`src/rtl/mem_port_arbiter_if.sv`:
```
// Request, response and RAM-command signals shared by the fetch requester,
// the load/store requester and the unified RAM around mem_port_arbiter.
interface mem_port_arbiter_if #(
  parameter int ADDR_W = 32,
  parameter int DATA_W = 32
);
  logic              if_req;
  logic [ADDR_W-1:0] if_addr;
  logic              if_gnt;
  logic              if_stall;
  logic              if_rvalid;
  logic [DATA_W-1:0] if_rdata;

  logic              ls_req;
  logic              ls_we;
  logic [ADDR_W-1:0] ls_addr;
  logic [DATA_W-1:0] ls_wdata;
  logic              ls_gnt;
  logic              ls_rvalid;
  logic [DATA_W-1:0] ls_rdata;

  logic              rd_ram_en;
  logic [ADDR_W-1:0] rd_ram_addr;
  logic [DATA_W-1:0] rd_ram_data;
  logic              wr_ram_en;
  logic [ADDR_W-1:0] wr_ram_addr;
  logic [DATA_W-1:0] wr_ram_data;

  // The arbiter's view of the bus.
  modport slave (
    input  if_req, if_addr, ls_req, ls_we, ls_addr, ls_wdata, rd_ram_data,
    output if_gnt, if_stall, if_rvalid, if_rdata,
           ls_gnt, ls_rvalid, ls_rdata,
           rd_ram_en, rd_ram_addr, wr_ram_en, wr_ram_addr, wr_ram_data
  );

  // The requesters' and RAM's combined view of the bus.
  modport master (
    output if_req, if_addr, ls_req, ls_we, ls_addr, ls_wdata, rd_ram_data,
    input  if_gnt, if_stall, if_rvalid, if_rdata,
           ls_gnt, ls_rvalid, ls_rdata,
           rd_ram_en, rd_ram_addr, wr_ram_en, wr_ram_addr, wr_ram_data
  );
endinterface

```
`src/rtl/mem_port_arbiter.sv`:
```
// Arbitrates instruction fetch and load/store onto the unified RAM's read and
// write ports, and routes each read response back to the requester that issued it.
module mem_port_arbiter #(
  parameter int ADDR_W     = 32,
  parameter int DATA_W     = 32,
  parameter int RD_LATENCY = 1,
  parameter int STARVE_MAX = 4
) (
  input logic                clk,
  input logic                reset_n,
  mem_port_arbiter_if.slave  bus
);

  localparam logic [3:0] STARVE_LIM = 4'(STARVE_MAX);

  logic              same_word;
  logic              load_conflict;
  logic              fetch_wins;
  logic              rd_grant;
  logic              wr_grant;
  logic [3:0]        starve_cnt;

  logic              rd_en_q;
  logic              rd_owner_q;
  logic [ADDR_W-1:0] rd_addr_q;
  logic              wr_en_q;
  logic [ADDR_W-1:0] wr_addr_q;
  logic [DATA_W-1:0] wr_data_q;

  logic [RD_LATENCY-1:0] tag_valid;
  logic [RD_LATENCY-1:0] tag_owner;

  // A store to the word being fetched must land before the fetch reads it.
  assign same_word     = bus.if_req && bus.ls_req && bus.ls_we &&
                         (bus.if_addr[ADDR_W-1:2] == bus.ls_addr[ADDR_W-1:2]);
  assign load_conflict = bus.if_req && bus.ls_req && !bus.ls_we;
  assign fetch_wins    = (starve_cnt == STARVE_LIM);

  assign bus.ls_gnt   = reset_n && bus.ls_req && !(load_conflict && fetch_wins);
  assign bus.if_gnt   = reset_n && bus.if_req && !same_word &&
                        !(load_conflict && !fetch_wins);
  assign bus.if_stall = reset_n && bus.if_req && !bus.if_gnt;

  assign rd_grant = bus.if_gnt || (bus.ls_gnt && !bus.ls_we);
  assign wr_grant = bus.ls_gnt && bus.ls_we;

  always_ff @(posedge clk or negedge reset_n) begin
    if (!reset_n) begin
      starve_cnt <= 4'd0;
    end else if (bus.if_gnt) begin
      starve_cnt <= 4'd0;
    end else if (bus.if_stall && (starve_cnt != STARVE_LIM)) begin
      starve_cnt <= starve_cnt + 4'd1;
    end
  end

  // Address and data registers hold their last command when nothing is granted.
  always_ff @(posedge clk or negedge reset_n) begin
    if (!reset_n) begin
      rd_en_q    <= 1'b0;
      rd_owner_q <= 1'b0;
      rd_addr_q  <= '0;
      wr_en_q    <= 1'b0;
      wr_addr_q  <= '0;
      wr_data_q  <= '0;
    end else begin
      rd_en_q <= rd_grant;
      wr_en_q <= wr_grant;
      if (rd_grant) begin
        rd_owner_q <= !bus.if_gnt;
        rd_addr_q  <= bus.if_gnt ? bus.if_addr : bus.ls_addr;
      end
      if (wr_grant) begin
        wr_addr_q <= bus.ls_addr;
        wr_data_q <= bus.ls_wdata;
      end
    end
  end

  // Tags follow the issued read command so the tail lines up with RAM data.
  always_ff @(posedge clk or negedge reset_n) begin
    if (!reset_n) begin
      tag_valid <= '0;
      tag_owner <= '0;
    end else begin
      tag_valid[0] <= rd_en_q;
      tag_owner[0] <= rd_owner_q;
      for (int i = 1; i < RD_LATENCY; i++) begin
        tag_valid[i] <= tag_valid[i-1];
        tag_owner[i] <= tag_owner[i-1];
      end
    end
  end

  assign bus.rd_ram_en   = rd_en_q;
  assign bus.rd_ram_addr = rd_addr_q;
  assign bus.wr_ram_en   = wr_en_q;
  assign bus.wr_ram_addr = wr_addr_q;
  assign bus.wr_ram_data = wr_data_q;

  assign bus.if_rvalid = tag_valid[RD_LATENCY-1] && !tag_owner[RD_LATENCY-1];
  assign bus.ls_rvalid = tag_valid[RD_LATENCY-1] &&  tag_owner[RD_LATENCY-1];
  assign bus.if_rdata  = bus.rd_ram_data;
  assign bus.ls_rdata  = bus.rd_ram_data;

endmodule

```
`src/flat_wrapper.sv`:
```
// flat-port wrapper written by rule: the top's interface ports become plain ports
module mem_port_arbiter_flat 
#(
  parameter int ADDR_W     = 32,
  parameter int DATA_W     = 32,
  parameter int RD_LATENCY = 1,
  parameter int STARVE_MAX = 4
)
  (clk, reset_n, bus_if_req, bus_if_addr, bus_ls_req, bus_ls_we, bus_ls_addr, bus_ls_wdata, bus_rd_ram_data, bus_if_gnt, bus_if_stall, bus_if_rvalid, bus_if_rdata, bus_ls_gnt, bus_ls_rvalid, bus_ls_rdata, bus_rd_ram_en, bus_rd_ram_addr, bus_wr_ram_en, bus_wr_ram_addr, bus_wr_ram_data);
  mem_port_arbiter_if #(.ADDR_W(ADDR_W), .DATA_W(DATA_W)) bus_i ();
  input logic clk;
  input logic reset_n;
  input wire logic [$bits(bus_i.if_req)-1:0] bus_if_req;
  input wire logic [$bits(bus_i.if_addr)-1:0] bus_if_addr;
  input wire logic [$bits(bus_i.ls_req)-1:0] bus_ls_req;
  input wire logic [$bits(bus_i.ls_we)-1:0] bus_ls_we;
  input wire logic [$bits(bus_i.ls_addr)-1:0] bus_ls_addr;
  input wire logic [$bits(bus_i.ls_wdata)-1:0] bus_ls_wdata;
  input wire logic [$bits(bus_i.rd_ram_data)-1:0] bus_rd_ram_data;
  output wire logic [$bits(bus_i.if_gnt)-1:0] bus_if_gnt;
  output wire logic [$bits(bus_i.if_stall)-1:0] bus_if_stall;
  output wire logic [$bits(bus_i.if_rvalid)-1:0] bus_if_rvalid;
  output wire logic [$bits(bus_i.if_rdata)-1:0] bus_if_rdata;
  output wire logic [$bits(bus_i.ls_gnt)-1:0] bus_ls_gnt;
  output wire logic [$bits(bus_i.ls_rvalid)-1:0] bus_ls_rvalid;
  output wire logic [$bits(bus_i.ls_rdata)-1:0] bus_ls_rdata;
  output wire logic [$bits(bus_i.rd_ram_en)-1:0] bus_rd_ram_en;
  output wire logic [$bits(bus_i.rd_ram_addr)-1:0] bus_rd_ram_addr;
  output wire logic [$bits(bus_i.wr_ram_en)-1:0] bus_wr_ram_en;
  output wire logic [$bits(bus_i.wr_ram_addr)-1:0] bus_wr_ram_addr;
  output wire logic [$bits(bus_i.wr_ram_data)-1:0] bus_wr_ram_data;
  assign bus_i.if_req = bus_if_req;
  assign bus_i.if_addr = bus_if_addr;
  assign bus_i.ls_req = bus_ls_req;
  assign bus_i.ls_we = bus_ls_we;
  assign bus_i.ls_addr = bus_ls_addr;
  assign bus_i.ls_wdata = bus_ls_wdata;
  assign bus_i.rd_ram_data = bus_rd_ram_data;
  assign bus_if_gnt = bus_i.if_gnt;
  assign bus_if_stall = bus_i.if_stall;
  assign bus_if_rvalid = bus_i.if_rvalid;
  assign bus_if_rdata = bus_i.if_rdata;
  assign bus_ls_gnt = bus_i.ls_gnt;
  assign bus_ls_rvalid = bus_i.ls_rvalid;
  assign bus_ls_rdata = bus_i.ls_rdata;
  assign bus_rd_ram_en = bus_i.rd_ram_en;
  assign bus_rd_ram_addr = bus_i.rd_ram_addr;
  assign bus_wr_ram_en = bus_i.wr_ram_en;
  assign bus_wr_ram_addr = bus_i.wr_ram_addr;
  assign bus_wr_ram_data = bus_i.wr_ram_data;
  mem_port_arbiter #(.ADDR_W(ADDR_W), .DATA_W(DATA_W), .RD_LATENCY(RD_LATENCY), .STARVE_MAX(STARVE_MAX)) u_core (.clk(clk), .reset_n(reset_n), .bus(bus_i));
endmodule
```
`config.mk`:
```
export PLATFORM = sky130hd
export DESIGN_NAME = mem_port_arbiter_flat
export DESIGN_NICKNAME = d
export VERILOG_FILES = /design/src/rtl/mem_port_arbiter_if.sv /design/src/rtl/mem_port_arbiter.sv /design/src/flat_wrapper.sv
export SDC_FILE = /design/constraint.sdc
export NUM_CORES = 1
export LEC_CHECK = 0
export ABC_CLOCK_PERIOD_IN_PS = 1800
export BUFFER_PORTS_ARGS = -buffer_cell sky130_fd_sc_hd__buf_2
export CORE_MARGIN = 4
export CORE_UTILIZATION = 41
export CTS_CLUSTER_DIAMETER = 50
export DETAILED_ROUTE_END_ITERATION = 7
export GPL_ROUTABILITY_DRIVEN = 0
export PLACE_DENSITY = 0.77
export SYNTH_ARGS = -nofsm -noshare
export SYNTH_HDL_FRONTEND = slang
export SYNTH_SLANG_ARGS = --single-unit
```
`constraint.sdc`:
```
create_clock -name clk -period 1.8 [get_ports clk]
set_clock_uncertainty 0.15 [all_clocks]
set_input_delay 0.18 -clock clk [delete_from_list [all_inputs] [get_ports clk]]
set_output_delay 0.18 -clock clk [all_outputs]
set_load 0.1 [all_outputs]
```
==> impl_metrics.sql, run 1 <==
INSERT INTO impl_metrics (metric_group, metric, value, unit) VALUES
('yosys', 'post_synth_inst_count', '460', ''),
('setup_path', 'worst_setup_path_start_kind', 'flip-flop', ''),
('power', 'ir_drop_worst_vdd', '1.173', 'mV'),
('clocking', 'cts_tree', 'built', ''),
('yosys', 'ys_seq_elements', '105', ''),
('sta', 'fin_ws', '-0.2968', 'ns'),
('yosys', 'muxShareOfSynthArea', '0.1362', ''),
('yosys', 'synth-seq-area-share', '0.4896', ''),
('sta', 'final_hold_violating_endpoints', '0', ''),
('placed_design', 'total_placed_instance_area', '0.006445', 'mm2'),
('floorplanning', 'fp.coreArea', '0.01272', 'mm2'),
('sta', 'fin_tns_setup', '-8.336', 'ns'),
('power', 'total_leakage_power', '3.787', 'nW'),
('setup_path', 'slowest_stage', 'sky130_fd_sc_hd__dfrtp_1', ''),
('floorplanning', 'dieArea', '0.01498', 'mm2'),
('detailed_routing', 'dr.first_iter.drc_count', '176', ''),
('floorplanning', 'row_count', '41', ''),
('yosys', 'synth.cell_area', '0.005366', 'mm2'),
('detailed_routing', 'wl_per_cell', '22.70', 'um'),
('placed_design', 'setup_slack_after_placement', '-0.3866', 'ns'),
('floorplanning', 'boundaryPins', '300', ''),
('finish', 'share_of_cells_above_drive_strength_1', '0.5738', ''),
('detailed_routing', 'finalWirelength', '20360', 'um'),
('hold_path', 'min_delay_worst_endpoint', 'u_core.bus.rd_ram_addr[19]$_DFFE_PN0P_', ''),
('placed_design', 'dp_hpwl', '12910', 'um'),
('run_status', 'outcome', 'finished, violations left', ''),
('sta', 'max_clock_freq', '0.4769', 'GHz'),
('grt', 'grt_max_degree', '56', ''),
('yosys', 'synth_simple_gate_area_share', '0.07368', ''),
('detailed_routing', 'num_vias', '4703', ''),
('setup_path', 'crit-reg2reg-launch', 'u_core.starve_cnt[1]$_DFFE_PN0P_', ''),
('setup_path', 'worst-path-max-fanout', '3', ''),
('grt', 'grt_antenna_before_repair', '0', ''),
('setup_path', 'setup.reg_to_reg.worst_slack', '-0.26', 'ns'),
('yosys', 'synthesis.nets', '595', ''),
('setup_path', 'worstReg2RegEnd', 'u_core.bus.rd_ram_addr[8]$_DFFE_PN0P_', ''),
('clocking', 'worst_skew_pair.late_latency', '0.35', 'ns'),
('clocking', 'clock-root-buffer', 'sky130_fd_sc_hd__clkbuf_16', ''),
('detailed_routing', 'drc_violations_left', '0', ''),
('clocking', 'numClockSinks', '105', ''),
('hold_path', 'holdCritPathClass', 'in -> reg', ''),
('yosys', 'ys_top_cells_by_area', 'sky130_fd_sc_hd__dfrtp_1 49%, sky130_fd_sc_hd__mux2_2 13%, sky130_fd_sc_hd__buf_4 9.0%', ''),
('placed_design', 'place.port_buffers', '203', ''),
('sta', 'maxSlewViolCount', '0', ''),
('grt', 'first_pass_grt_wire_length', '29650', 'um'),
('finish', 'finalInstanceArea', '0.007943', 'mm2'),
('sta', 'finalSetupViolCount', '41', ''),
('grt', 'grt_pass1_vias', '5150', ''),
('yosys', 'synth_compound_gate_area_share', '0.1240', ''),
('run_status', 'violations', 'setup timing', ''),
('finish', 'seq_area', '0.002628', 'mm2'),
('detailed_routing', 'via_per_inst', '5.243', ''),
('setup_path', 'critPathMaxStageDelay', '0.40', 'ns'),
('setup_path', 'critPathCaptureType', 'output pin', ''),
('clocking', 'ctsLongestPathBuffers', '2', ''),
('finish', 'n_antenna_cell', '0', ''),
('yosys', 'synthDominantAreaCellType', 'sky130_fd_sc_hd__dfrtp_1', ''),
('power', 'finalPower', '10.17', 'mW'),
('sta', 'slew_headroom', '0.5158', ''),
('clocking', 'cts-buffers-inserted', '9', ''),
('detailed_routing', 'drt-pass1-iter-count', '4', ''),
('floorplanning', 'die_h', '122.4', 'um'),
('sta', 'grt_setup_unrepaired', 'true', ''),
('yosys', 'synth.top_cell.area_share', '0.4896', ''),
('setup_path', 'timing.critical_path.required', '1.47', 'ns'),
('grt', 'grtUsageTotal', '0.2626', ''),
('yosys', 'synthesis.area_per_instance', '11.67', 'um2'),
('clocking', 'maximum_level_of_the_cts_h_tree', '3', ''),
('finish', 'layout-area-overhead-vs-synth', '48.01', '%'),
('detailed_routing', 'antenna_violating_nets_post_route', '0', ''),
('hold_path', 'instance_count_along_the_most_critical_hold_path', '4', '');
## synthesized netlist by cell type, drive strengths merged
cell type  instances
buf               73
and2               2
nand2             67
dfrtp            105
a31oi              1
inv                4
clkbuf            18
nand3b             1
o311a              1
o211ai            64
nand2b             1
nand3              1
xnor2              1
xor2              32
o21a               1
mux2              64
and3               1
nor2b              2
mux2i              1
nand4              3
nor2               7
ha                 2
nor4               7
nor3               1
## layout by cell type (no fill, tap or decap), drive strengths merged
cell,instances
and2,5
xor2,32
and3,1
nand3,1
nand2b,1
dlygate4sd3,74
mux2i,1
ha,2
nand4,3
clkinv,3
o311a,1
a31oi,1
clkinvlp,1
nor3,1
buf,260
nor2,7
nor2b,2
dfrtp,105
mux2,64
clkbuf,14
nand3b,1
xnor2,1
nor4,7
o21a,1
nand2,67
o211ai,64
bufinv,1
inv,4
## area by class of cell
type                       instances  area share
clock buffer                      11     0.02930
sequential                       105      0.3308
timing repair buffer             337      0.3140
clock inverter                     5    0.007089
multi-input combinational        263      0.2899
inverter                           4    0.001890
tap                              172     0.02710
## where the power goes
| part | leakage [nW] | switching, mW | internal [mW] |
|---|---|---|---|
| clock network | 0.139 | 0.903 | 1.08 |
| logic | 2.38 | 4.01 | 1.10 |
| registers | 1.27 | 0.272 | 2.80 |
| total | 3.79 | 5.19 | 4.99 |
## sequential cells by signal, indices dropped and copies added, names as in the netlist
signal	cells
u_core.bus.rd_ram_en	1
u_core.tag_owner	1
u_core.bus.wr_ram_addr	32
u_core.bus.wr_ram_en	1
u_core.starve_cnt	4
u_core.tag_valid	1
u_core.bus.wr_ram_data	32
u_core.rd_owner_q	1
u_core.bus.rd_ram_addr	32
## cells by family (layout without fill, tap and decap cells)
logic type                 Yosys count  count (layout)
AOI/OAI and AO/OA                   67              67
xor gates and xnor gates            33              33
adders and majority gates            2               2
buffers and inverters               95             357
DFF                                105             105
muxes                               65              65
and+or+nand+nor                     93              96
## repair_timing
item                       4_1_cts  5_1_grt
cloned                           4        5
pin swaps                        2       17
hold buffers                    74        0
hold endpoints to repair        89        0
gates resized for setup         20       44
setup endpoints to repair       41       41
setup buffers                    4        4
## worst max path at each step
stage	startpoint	depth (start not counted)	slack, ns	endpoint
6_report	u_core.starve_cnt[1]$_DFFE_PN0P_	6	-0.30	bus_if_gnt
5_1_grt	u_core.starve_cnt[1]$_DFFE_PN0P_	6	-0.35	bus_if_gnt
4_1_cts	u_core.starve_cnt[1]$_DFFE_PN0P_	6	-0.26	bus_ls_gnt
3_5_place_dp	bus_ls_addr[22]	7	-0.39	u_core.bus.rd_ram_addr[23]$_DFFE_PN0P_
3_3_place_gp	bus_ls_addr[9]	9	-0.37	bus_if_stall
2_1_floorplan	bus_ls_addr[28]	6	-0.31	bus_if_stall
## per-layer routing
| layer | part of all wire | wire, um | track usage |
|---|---|---|---|
| met5 | 0 | 0 | 0 |
| met4 | 0.029 | 596 | 0.09237 |
| met3 | 0.089 | 1811 | 0.08065 |
| met2 | 0.53 | 10850 | 0.4754 |
| met1 | 0.35 | 7103 | 0.2905 |
## through the flow
step / std cells / hold slack (ns) / utilization
floorplan: 460 / -0.2656 / -
global placement: 790 / -0.1512 / 0.5066
detailed placement: 790 / -0.1488 / 0.5066
CTS: 888 / 0.0002799 / 0.6039
global route: 897 / 0.009063 / 0.6243
finish: 897 / 0.01175 / 0.6243
## critical path: cells and delay by family, from the launching register on
kind | cells | cell delay (ns)
simple gates | 1 | 0.16
flops | 1 | 0.40
fa+ha+maj | 1 | 0.13
compound gates | 2 | 0.45
buf+inv | 2 | 0.26
(Power assumes the default switching activity.)
==> run 2: changes to the inputs <==
--- a/config.mk
+++ b/config.mk
@@ -7,12 +7,14 @@
 export LEC_CHECK = 0
 export ABC_CLOCK_PERIOD_IN_PS = 1800
 export BUFFER_PORTS_ARGS = -buffer_cell sky130_fd_sc_hd__buf_2
+export CELL_PAD_IN_SITES_DETAIL_PLACEMENT = 0
+export CELL_PAD_IN_SITES_GLOBAL_PLACEMENT = 1
 export CORE_MARGIN = 4
-export CORE_UTILIZATION = 41
+export CORE_UTILIZATION = 30
 export CTS_CLUSTER_DIAMETER = 50
 export DETAILED_ROUTE_END_ITERATION = 7
 export GPL_ROUTABILITY_DRIVEN = 0
-export PLACE_DENSITY = 0.77
+export PLACE_DENSITY = 0.76
 export SYNTH_ARGS = -nofsm -noshare
 export SYNTH_HDL_FRONTEND = slang
 export SYNTH_SLANG_ARGS = --single-unit
==> impl_metrics.sql, run 2 (same netlist as run 1, synthesis figures left out) <==
INSERT INTO impl_metrics (metric_group, metric, value, unit) VALUES
('run_status', 'outcome', 'finished, violations left', ''),
('run_status', 'violations', 'setup timing', ''),
('power', 'ir_drop_worst_vdd', '0.7267', 'mV'),
('floorplanning', 'initial_utilization', '0.3081', ''),
('floorplanning', 'dieArea', '0.02009', 'mm2'),
('detailed_routing', 'drc_violations_left', '0', ''),
('detailed_routing', 'num_vias', '4577', ''),
('sta', 'maxSlewViolCount', '0', ''),
('detailed_routing', 'drt-pass1-iter-count', '5', ''),
('clocking', 'cts_tree', 'built', ''),
('finish', 'layout_commonest_cell', 'sky130_fd_sc_hd__buf_2', ''),
('finish', 'finalCoreUtilization', '0.4585', ''),
('sta', 'tightest_slew', '0.6622', 'ns'),
('power', 'power.share.clock', '0.194', ''),
('sta', 'final_min_period_over_clock_period', '1.138', ''),
('floorplanning', 'die_x', '141.7', 'um'),
('detailed_routing', 'via_per_inst', '4.843', ''),
('grt', 'grtUsageTotal', '0.1894', ''),
('sta', 'hold_slack', '0.005904', 'ns'),
('finish', 'layout-area-overhead-vs-synth', '48.82', '%'),
('grt', 'grt_antenna_before_repair', '0', ''),
('detailed_routing', 'topRoutingLayerUsed', 'met4', ''),
('power', 'p_comb_frac', '0.504', ''),
('finish', 'n_antenna_cell', '0', ''),
('sta', 'final_hold_violating_endpoints', '0', ''),
('power', 'switching_power_as_a_share_of_total_power', '0.5062', ''),
('clocking', 'cts-buffers-inserted', '9', ''),
('detailed_routing', 'finalWirelength', '19140', 'um'),
('detailed_routing', 'wl_per_cell', '20.25', 'um'),
('sta', 'max_clock_freq', '0.4882', 'GHz'),
('grt', 'grt_pass1_vias', '5120', ''),
('hold_path', 'min_delay_worst_endpoint', 'u_core.bus.rd_ram_addr[4]$_DFFE_PN0P_', ''),
('detailed_routing', 'antenna_violating_nets_post_route', '0', ''),
('sta', 'finalSetupViolCount', '41', ''),
('setup_path', 'worst_setup_path_start_kind', 'flip-flop', ''),
('sta', 'grt_setup_unrepaired', 'true', ''),
('finish', 'finalNetCount', '850', ''),
('setup_path', 'worst_ep_arrival_time', '1.72', 'ns'),
('sta', 'fin_ws', '-0.2485', 'ns'),
('clocking', 'numClockSinks', '105', ''),
('clocking', 'cts.clk_slew.worst_paths', '0.07', 'ns'),
('hold_path', 'instance_count_along_the_most_critical_hold_path', '3', ''),
('sta', 'fin_tns_setup', '-6.914', 'ns'),
('detailed_routing', 'routedLengthMet1', '7363', 'um'),
('floorplanning', 'row_count', '48', ''),
('grt', 'grt_overflow', '0', ''),
('clocking', 'maximum_level_of_the_cts_h_tree', '3', ''),
('power', 'powerDensity', '1262', 'mW/mm2'),
('detailed_routing', 'dr.first_iter.drc_count', '146', ''),
('sta', 'slew_headroom', '0.5585', ''),
('grt', 'grt_max_degree', '51', ''),
('floorplanning', 'boundaryPins', '300', ''),
('setup_path', 'setup.reg_to_reg.worst_slack', '-0.20', 'ns'),
('clocking', 'worst_skew_pair.late_latency', '0.34', 'ns'),
('placed_design', 'place.port_buffers', '203', ''),
('grt', 'first_pass_grt_wire_length', '28950', 'um'),
('floorplanning', 'fp.coreArea', '0.01742', 'mm2'),
('power', 'share_seq_of_total_power', '0.302', ''),
('placed_design', 'setup_slack_after_placement', '-0.5537', 'ns'),
('finish', 'finalInstanceArea', '0.007986', 'mm2'),
('setup_path', 'critPathKind', 'reg -> out', ''),
('setup_path', 'crit-reg2reg-launch', 'u_core.starve_cnt[0]$_DFFE_PN0P_', ''),
('placed_design', 'dp_hpwl', '12110', 'um'),
('finish', 'final_cell_count_no_fill', '945', ''),
('setup_path', 'worstReg2RegEnd', 'u_core.bus.rd_ram_addr[10]$_DFFE_PN0P_', ''),
('detailed_routing', 'met2WireLength', '9766', 'um'),
('setup_path', 'worst-path-max-fanout', '3', ''),
('power', 'finalPower', '10.08', 'mW'),
('setup_path', 'timing.critical_path.required', '1.47', 'ns'),
('finish', 'most_frequent_cells_in_the_layout', '199 x sky130_fd_sc_hd__buf_2, 105 x sky130_fd_sc_hd__dfrtp_1, 79 x sky130_fd_sc_hd__dlygate4sd3_1', ''),
('placed_design', 'total_placed_instance_area', '0.006474', 'mm2'),
('clocking', 'ctsLongestPathBuffers', '2', ''),
('power', 'cell_internal_pwr', '4.978', 'mW'),
('setup_path', 'critPathCaptureType', 'output pin', ''),
('floorplanning', 'die_h', '141.7', 'um'),
('setup_path', 'reg2reg_depth', '10', ''),
('finish', 'share_of_cells_above_drive_strength_1', '0.5556', ''),
('hold_path', 'holdCritPathClass', 'in -> reg', ''),
('clocking', 'clock-root-buffer', 'sky130_fd_sc_hd__clkbuf_16', ''),
('hold_path', 'hp-start', 'bus_if_addr[4]', ''),
('power', 'net_switching_power', '5.103', 'mW'),
('placed_design', 'post-place-cells', '834', ''),
('power', 'total_leakage_power', '3.751', 'nW'),
('job', 'drv_cap', '0', ''),
('sta', 'finalWorstPathRequiredPeriod', '2.048', 'ns'),
('detailed_routing', 'route.met3.wl', '1442', 'um');
==> run 2: worst max-delay path by stage <==
| stage | startpoint | end | slack, ns | depth (start not counted) |
|---|---|---|---|---|
| 3_5_place_dp | bus_ls_addr[22] | u_core.bus.rd_ram_addr[4]$_DFFE_PN0P_ | -0.55 | 7 |
| 2_1_floorplan | bus_ls_addr[28] | bus_if_stall | -0.31 | 6 |
| 3_3_place_gp | bus_if_addr[22] | bus_if_stall | -0.52 | 7 |
| 4_1_cts | u_core.starve_cnt[0]$_DFFE_PN0P_ | bus_ls_gnt | -0.25 | 6 |
| 5_1_grt | u_core.starve_cnt[1]$_DFFE_PN0P_ | bus_if_stall | -0.38 | 7 |
| 6_report | u_core.starve_cnt[0]$_DFFE_PN0P_ | bus_if_stall | -0.25 | 7 |
==> run 2: area by class of cell <==
class | instances | area [um2]
Clock buffer | 12 | 236.5
Sequential cell | 105 | 2628
Inverter | 4 | 15.01
Tap cell | 225 | 281.5
Timing Repair Buffer | 332 | 2472
Multi-Input combinational cell | 263 | 2300
Fill cell | 1632 | 9430
Clock inverter | 4 | 53.80
==> run 2: critical path, stage by stage (launching register included) <==
cell and delay (ns):
sky130_fd_sc_hd__dfrtp_1 0.38, sky130_fd_sc_hd__inv_1 0.06, sky130_fd_sc_hd__ha_1 0.13, sky130_fd_sc_hd__nand3b_1 0.16
sky130_fd_sc_hd__a31oi_4 0.24, sky130_fd_sc_hd__o21a_4 0.20, sky130_fd_sc_hd__nor2_4 0.04, sky130_fd_sc_hd__buf_12 0.15
==> run 2: what timing repair did <==
action | in CTS | in global routing
setup endpoints to repair | 41 | 41
setup buffers | 6 | 2
hold buffers | 79 | 0
cloned | 6 | 3
endpoints found under the hold margin | 85 | 0
resized for setup | 20 | 28
pin swaps | 7 | 15
==> run 2: power groups by stage <==
stage	Sequential (mW)	Clock (mW)	Combinational [mW]
after floorplan	6.09	0	1.43
after global placement	3.05	0	4.75
after detailed placement	3.08	0	4.80
after CTS	3.04	2.04	5.05
after global routing	3.10	2.13	5.26
final	3.04	1.96	5.08
==> run 2: routing by layer <==
layer  global-route usage  up-vias
met2               0.3400      209
met4              0.07980        0
met5                    0        -
met3              0.04247       59
met1               0.2162     2247
li1                     -     2062
